### config.mk
export PLATFORM = sky130hd
export DESIGN_NAME = phy_tx_lane_serializer
export DESIGN_NICKNAME = d
export VERILOG_FILES = /design/src/rtl/phy_tx_pkg.sv /design/src/rtl/phy_tx_word_fifo.sv /design/src/rtl/phy_tx_lane_serializer.sv
export SDC_FILE = /design/constraint.sdc
export NUM_CORES = 1
export LEC_CHECK = 0
export ABC_AREA = 0
export BUFFER_PORTS_ARGS = -buffer_cell sky130_fd_sc_hd__buf_4
export CELL_PAD_IN_SITES_DETAIL_PLACEMENT = 1
export CELL_PAD_IN_SITES_GLOBAL_PLACEMENT = 2
export CORE_MARGIN = 3
export CORE_UTILIZATION = 48
export DETAILED_ROUTE_END_ITERATION = 16
export GPL_TIMING_DRIVEN = 0
export PLACE_DENSITY_LB_ADDON = 0.1
export SLEW_MARGIN = 5
export SYNTH_ARGS = -nofsm -noshare
export SYNTH_HDL_FRONTEND = slang
export SYNTH_SLANG_ARGS = --single-unit
### constraint.sdc
create_clock -name clk -period 5.15 [get_ports clk]
set_input_delay 0.7725 -clock clk [delete_from_list [all_inputs] [get_ports clk]]
set_output_delay 0.7725 -clock clk [all_outputs]
set_load 0.02 [all_outputs]
### src/rtl/phy_tx_pkg.sv
// Shared constants, FSM state type and lane-priority helper for the transmit
// lane serializer.
package phy_tx_pkg;
    localparam logic [7:0] COM_SYM   = 8'hBC;
    localparam int         MAX_LANES = 32;

    typedef enum logic {ST_IDLE, ST_SEND} state_t;

    typedef struct packed {
        logic       found;
        logic [4:0] idx;
    } lane_sel_t;

    function automatic int lane_w(input int n);
        return (n > 2) ? $clog2(n) : 1;
    endfunction

    // Lowest set bit of mask at index >= from; found is clear when none exists.
    function automatic lane_sel_t next_set_bit(input logic [MAX_LANES-1:0] mask, input int from);
        lane_sel_t sel;
        sel = '0;
        for (int i = MAX_LANES - 1; i >= 0; i--) begin
            if (mask[i] && (i >= from)) begin
                sel.found = 1'b1;
                sel.idx   = 5'(i);
            end
        end
        return sel;
    endfunction
endpackage

### src/rtl/phy_tx_word_fifo.sv
// Word FIFO holding {lane mask, lane data}; exposes the head entry and the
// entry behind it so the serializer can start the next word without a bubble.
module phy_tx_word_fifo #(
    parameter  int WIDTH = 36,
    parameter  int DEPTH = 4,
    localparam int AW    = $clog2(DEPTH),
    localparam int CW    = AW + 1
) (
    input  logic             clk,
    input  logic             reset,
    input  logic             i_push,
    input  logic [WIDTH-1:0] i_data,
    input  logic             i_pop,
    output logic [WIDTH-1:0] o_head,
    output logic [WIDTH-1:0] o_next,
    output logic [CW-1:0]    o_count,
    output logic             o_full,
    output logic             o_empty
);
    logic [WIDTH-1:0] r_mem [DEPTH];
    logic [AW-1:0]    r_wr_ptr;
    logic [AW-1:0]    r_rd_ptr;
    logic [AW-1:0]    w_rd_ptr_nx;
    logic [CW-1:0]    r_count;
    logic             w_push;
    logic             w_pop;

    assign o_full      = (r_count == CW'(DEPTH));
    assign o_empty     = (r_count == '0);
    assign w_push      = i_push && !o_full;
    assign w_pop       = i_pop && !o_empty;
    assign w_rd_ptr_nx = r_rd_ptr + 1'b1;

    always_ff @(posedge clk or posedge reset) begin
        if (reset) begin
            r_wr_ptr <= '0;
            r_rd_ptr <= '0;
            r_count  <= '0;
        end else begin
            if (w_push) r_wr_ptr <= r_wr_ptr + 1'b1;
            if (w_pop)  r_rd_ptr <= w_rd_ptr_nx;
            case ({w_push, w_pop})
                2'b10:   r_count <= r_count + 1'b1;
                2'b01:   r_count <= r_count - 1'b1;
                default: r_count <= r_count;
            endcase
        end
    end

    // NOTE: storage has no reset; occupancy lives in the pointers/count, so stale entries are never treated as data.
    always_ff @(posedge clk) begin
        if (w_push) r_mem[r_wr_ptr] <= i_data;
    end

    assign o_head  = r_mem[r_rd_ptr];
    assign o_next  = r_mem[w_rd_ptr_nx];
    assign o_count = r_count;
endmodule

### src/rtl/phy_tx_lane_serializer.sv
// Buffers parallel lane words and emits their valid bytes one per cycle in
// ascending lane order, filling with IDLE_SYM when enabled and nothing is pending.
module phy_tx_lane_serializer
    import phy_tx_pkg::*;
#(
    parameter  int                NUM_LANES = 4,
    parameter  int                DATA_W    = 8,
    parameter  int                DEPTH     = 4,
    parameter  logic [DATA_W-1:0] IDLE_SYM  = DATA_W'(COM_SYM),
    localparam int                LW        = lane_w(NUM_LANES),
    localparam int                CW        = $clog2(DEPTH) + 1
) (
    input  logic                        clk,
    input  logic                        reset,
    input  logic [NUM_LANES*DATA_W-1:0] in_data,
    input  logic [NUM_LANES-1:0]        in_valid,
    output logic                        in_ready,
    input  logic                        idle_en,
    output logic [DATA_W-1:0]           out_data,
    output logic [LW-1:0]               out_lane,
    output logic                        out_valid,
    output logic                        out_idle,
    input  logic                        out_ready,
    output logic [CW-1:0]               fifo_count
);
    localparam int EW = NUM_LANES * (DATA_W + 1);

    logic [EW-1:0]        w_head, w_next;
    logic                 w_push, w_pop, w_full, w_empty, w_load;
    logic [MAX_LANES-1:0] w_head_mask, w_next_mask;
    logic [DATA_W-1:0]    w_head_lane [NUM_LANES];
    logic [DATA_W-1:0]    w_next_lane [NUM_LANES];
    lane_sel_t            w_sel_above, w_sel_head, w_sel_next;

    state_t               r_state, w_state_nx;
    logic [LW-1:0]        r_lane_ptr, w_ptr_nx;
    logic [DATA_W-1:0]    r_out_data, w_data_nx, w_emit_data;
    logic [LW-1:0]        r_out_lane, w_lane_nx, w_emit_lane;
    logic                 r_out_valid, w_valid_nx;
    logic                 r_out_idle, w_idle_nx;
    logic                 w_emit, w_fill;

    assign in_ready = !reset && !w_full;
    assign w_push   = (|in_valid) && in_ready;

    phy_tx_word_fifo #(.WIDTH(EW), .DEPTH(DEPTH)) u_fifo (
        .clk     (clk),
        .reset   (reset),
        .i_push  (w_push),
        .i_data  ({in_valid, in_data}),
        .i_pop   (w_pop),
        .o_head  (w_head),
        .o_next  (w_next),
        .o_count (fifo_count),
        .o_full  (w_full),
        .o_empty (w_empty)
    );

    always_comb begin
        w_head_mask = '0;
        w_next_mask = '0;
        w_head_mask[NUM_LANES-1:0] = w_head[EW-1 -: NUM_LANES];
        w_next_mask[NUM_LANES-1:0] = w_next[EW-1 -: NUM_LANES];
        for (int i = 0; i < NUM_LANES; i++) begin
            w_head_lane[i] = w_head[i*DATA_W +: DATA_W];
            w_next_lane[i] = w_next[i*DATA_W +: DATA_W];
        end
    end

    assign w_sel_above = next_set_bit(w_head_mask, int'(r_lane_ptr) + 1);
    assign w_sel_head  = next_set_bit(w_head_mask, 0);
    assign w_sel_next  = next_set_bit(w_next_mask, 0);

    // A held symbol (payload or idle) is only replaced once downstream takes it.
    assign w_load = !r_out_valid || out_ready;

    always_comb begin
        w_state_nx  = r_state;
        w_ptr_nx    = r_lane_ptr;
        w_pop       = 1'b0;
        w_data_nx   = r_out_data;
        w_lane_nx   = r_out_lane;
        w_valid_nx  = r_out_valid;
        w_idle_nx   = r_out_idle;
        w_emit      = 1'b0;
        w_fill      = 1'b0;
        w_emit_lane = '0;
        w_emit_data = '0;
        if (w_load) begin
            case (r_state)
                ST_IDLE: begin
                    if (!w_empty) begin
                        w_emit      = 1'b1;
                        w_emit_lane = LW'(w_sel_head.idx);
                        w_emit_data = w_head_lane[w_emit_lane];
                    end else begin
                        w_fill = 1'b1;
                    end
                end
                ST_SEND: begin
                    if (w_sel_above.found) begin
                        w_emit      = 1'b1;
                        w_emit_lane = LW'(w_sel_above.idx);
                        w_emit_data = w_head_lane[w_emit_lane];
                    end else begin
                        w_pop = 1'b1;
                        if (fifo_count > CW'(1)) begin
                            w_emit      = 1'b1;
                            w_emit_lane = LW'(w_sel_next.idx);
                            w_emit_data = w_next_lane[w_emit_lane];
                        end else begin
                            w_fill = 1'b1;
                        end
                    end
                end
                default: w_fill = 1'b1;
            endcase
            if (w_emit) begin
                w_state_nx = ST_SEND;
                w_ptr_nx   = w_emit_lane;
                w_data_nx  = w_emit_data;
                w_lane_nx  = w_emit_lane;
                w_valid_nx = 1'b1;
                w_idle_nx  = 1'b0;
            end
            if (w_fill) begin
                w_state_nx = ST_IDLE;
                w_data_nx  = idle_en ? IDLE_SYM : '0;
                w_lane_nx  = '0;
                w_valid_nx = idle_en;
                w_idle_nx  = idle_en;
            end
        end
    end

    // NOTE: state registers use non-blocking assignment so every flop samples pre-edge values.
    always_ff @(posedge clk or posedge reset) begin
        if (reset) begin
            r_state     <= ST_IDLE;
            r_lane_ptr  <= '0;
            r_out_data  <= '0;
            r_out_lane  <= '0;
            r_out_valid <= 1'b0;
            r_out_idle  <= 1'b0;
        end else begin
            r_state     <= w_state_nx;
            r_lane_ptr  <= w_ptr_nx;
            r_out_data  <= w_data_nx;
            r_out_lane  <= w_lane_nx;
            r_out_valid <= w_valid_nx;
            r_out_idle  <= w_idle_nx;
        end
    end

    assign out_data  = r_out_data;
    assign out_lane  = r_out_lane;
    assign out_valid = r_out_valid;
    assign out_idle  = r_out_idle;
endmodule
==> metrics.txt <==
Critical Path Most Common Cell=buf_2; dpl hpwl=17,000 um; die width=138 um; top-area cell type share of the netlist area=51.7%; worst vdd ir=0.287 mV; CTS Buffer Depth=2; Sw Ratio=40.9%; Primary FF master, synth=edfxtp_1; total number of vias=5,505; GRT Total Usage=26.5%; drt wl/cell=28.0 um; Pint=3.81 mW; CP endpoint kind=register; NumNets Final=670; power share of the clock group=18.5%; Cells after DPL=822; RSZ-0062 raised after global routing=no; Hold WC Path Type=reg2reg; synth warn=0; Final Instance Count excl. Fillers=853; Port-buffer cells=55; main combinational cell family by area after synthesis=multiplexers; CP max FO=10; ANT cells=0; Rows=47; Post-DRT Antenna Nets=0; Logic pwr share=51.2%; hold endpoint=out_idle$_DFFE_PP0P_; Max Clk Rate=0.309 GHz; syn nets=592; largest net degree at the start of global routing=28; outcome=finished, final reports clean; Post-Route WL=23,900 um; Die Span Y=138 um; CP startpoint kind=register; Hold Path Origin=out_idle$_DFFE_PP0P_; WS Path Type=reg2reg; Final period util=62.9%; Worst-Skew Late Latency=0.43 ns; register bit total from synthesis=166; Post-Route Setup TNS=0 ns; routed vias/inst=6.45; synth unique cells=63; Overflow after GRT=0; top cell type by total area after synthesis=edfxtp_1; first-pass GRT wire length=36,100 um; Req. time, crit path=5.46 ns; Setup Buffers After CTS=0; sequential share of the synthesized area=58.3%; largest cells by area after synthesis=edfxtp_1 (52%), mux4_2 (18%), dfrtp_1 (6.6%); fraction of layout cells with a size suffix above 1=29.4%; area of the die=0.0190 mm^2; Mapped Area=0.00836 mm^2; Area growth syn-to-layout=15.7%; FF-to-FF setup slack=1.91 ns; max-cap check violation count=0; Resized cells post-CTS=0; highest cell delay on the worst timing path=0.69 ns; Mapped Cells=543; hold slack=0.491 ns; Post-CTS Hold Buffers=0; Sw Pwr=2.64 mW; dpl ws=1.94 ns; Synth Area in Adders=1.35%; synth cell count leaders=edfxtp_1 (144), mux4_2 (65), nand2_1 (31); hold depth=2; Slew @ Worst Pin=0.941 ns; number of synthesized flops with an enable pin=144; clk sinks=166; post-synthesis xor/xnor area fraction=0.628%; gpl congestion=0.835; Residual DRC=0; Initial Util=49.7%; slowest CP cell=buf_1; max-slew violations=0; vias in the first global route=5,781; CP Data Arrival Time=3.55 ns; Leakage Power=3.35 nW; critical path cell sequence=buf_4 > buf_2 > buf_2 > buf_1 > mux4_2 > a221oi_1 > o22ai_1 > a32o_1; Critical R2R Capture=out_data[6]$_DFFE_PP0P_; I/O pin count=56; CTS tree=done; H-tree levels=4; Syn Area/Cell=15.4 um^2; Design Power=6.44 mW; Sequential Power Share=30.2%; Final min period=3.24 ns; antenna violations before repair=0; core area=0.0168 mm^2; first drt pass iteration count=8; crit-path leading delay family=buffers and inverters; Power Density=666 mW/mm^2; worst reg2reg path startpoint=u_fifo.r_rd_ptr[1]$_DFFE_PP0P_; setup ws final=1.91 ns; simple-gate area share of the yosys netlist=7.63%; mux share of post-synthesis cell area=20.6%; Crit. path cell count=8; relative slew slack=36.8%; clock root buffer=clkbuf_16; Layout Skew=0.00735 ns; initial drt markers=469; asr flop ratio synth=13.3%; clock buffer count from CTS=17; final setup fails=0; worst r2r path cells=8; CTS clock-pin slew for the worst setup and hold paths=0.07 ns; top-count cell post-synth=edfxtp_1; Synth Area in Compound Gates=8.78%; worst path bufs/invs=4; Fin. Hold Viols=0
flip-flops by register name (all words and copies together), names as in the netlist:
name,count
out_lane,2
u_fifo.r_wr_ptr,2
u_fifo.r_rd_ptr,2
out_idle,1
r_state,1
u_fifo.r_mem,144
out_valid,1
r_lane_ptr,2
u_fifo.o_count,3
out_data,8
power by group through the flow:
stage	combinational, mW	sequential, mW	clock (mW)
2_1_floorplan	2.15	1.99	0
3_3_place_gp	3.17	1.95	0
3_5_place_dp	3.28	1.97	0
5_1_grt	3.55	1.98	1.27
6_report	3.30	1.95	1.19
4_1_cts	3.30	1.95	1.20
area by class of cell:
| cell class | count | area (um^2) |
|---|---|---|
| well taps | 220 | 275 |
| clock inverters | 12 | 105 |
| repair buffers | 59 | 493 |
| clock buffers | 19 | 433 |
| multi-input cells | 328 | 3270 |
| plain buffers | 36 | 179 |
| fillers | 1625 | 7140 |
| inverters | 13 | 48.8 |
| flip-flops and latches | 166 | 4870 |
per-stage QoR:
stage               utilization, %  cell area [um^2]
global placement              53.8              9050
global route                  57.5              9670
finish                        57.5              9670
detailed placement            54.3              9140
CTS                           57.5              9670
floorplan                        -              8360
how the worst max path moves through the flow:
| stage | start | end | slack (ns) |
|---|---|---|---|
| CTS | u_fifo.r_rd_ptr[1]$_DFFE_PP0P_ | out_data[6]$_DFFE_PP0P_ | 1.91 |
| finish | u_fifo.r_rd_ptr[1]$_DFFE_PP0P_ | out_data[6]$_DFFE_PP0P_ | 1.91 |
| global placement | reset | u_fifo.r_mem[0][19]$_DFFE_PP_ | 1.45 |
| floorplan | u_fifo.o_count[0]$_DFFE_PP0P_ | u_fifo.r_mem[0][0]$_DFFE_PP_ | 2.25 |
| global route | u_fifo.r_rd_ptr[1]$_DFFE_PP0P_ | out_data[3]$_DFFE_PP0P_ | 1.76 |
| detailed placement | u_fifo.r_rd_ptr[1]$_DFFE_PP0P_ | out_data[6]$_DFFE_PP0P_ | 1.94 |
kinds of logic (layout without fill, tap and decap cells):
group                    Yosys count  after routing
buffers and inverters             49            139
AO/OA/AOI/OAI                    105            105
XOR/XNOR                           6              6
flip-flops                       166            166
multiplexers                      90             90
adder cells (fa/ha/maj)            9              9
AND/OR/NAND/NOR                  118            118
worst register-to-register path, delay by kind of cell (launching register included):
kind	cells	cell delay (ns)
buffers and inverters	4	1.55
AOI/OAI and AO/OA	3	0.76
DFF	1	0.41
muxes	1	0.41
per-layer routing:
layer,share of wire [%],global-route usage [%],routed length [um],up-vias
met5,0,0,0,-
met4,2.4,9.55,583,0
met3,6.8,5.55,1630,35
met2,50,43.1,11900,215
met1,41,35.7,9780,2883
li1,-,-,-,2372
cells in the final DEF (no fill, tap or decap), types with 6 or more instances in the layout:
cell,netlist,final
nand2_1,31,31
o211ai_1,9,9
nor2_1,16,16
ha_1,9,9
o31ai_1,6,6
clkbuf_16,0,17
nor2b_1,13,13
edfxtp_1,144,144
o221ai_1,6,6
mux2_2,7,7
buf_2,11,11
mux2i_1,18,18
inv_1,13,13
o21ai_0,19,19
dfrtp_1,22,22
clkbuf_1,14,16
buf_4,6,61
mux4_2,65,65
nor3b_1,6,6
nand2b_1,8,8
nand3_1,13,13
a21oi_1,19,19
Power figures use the tool's default switching activity.
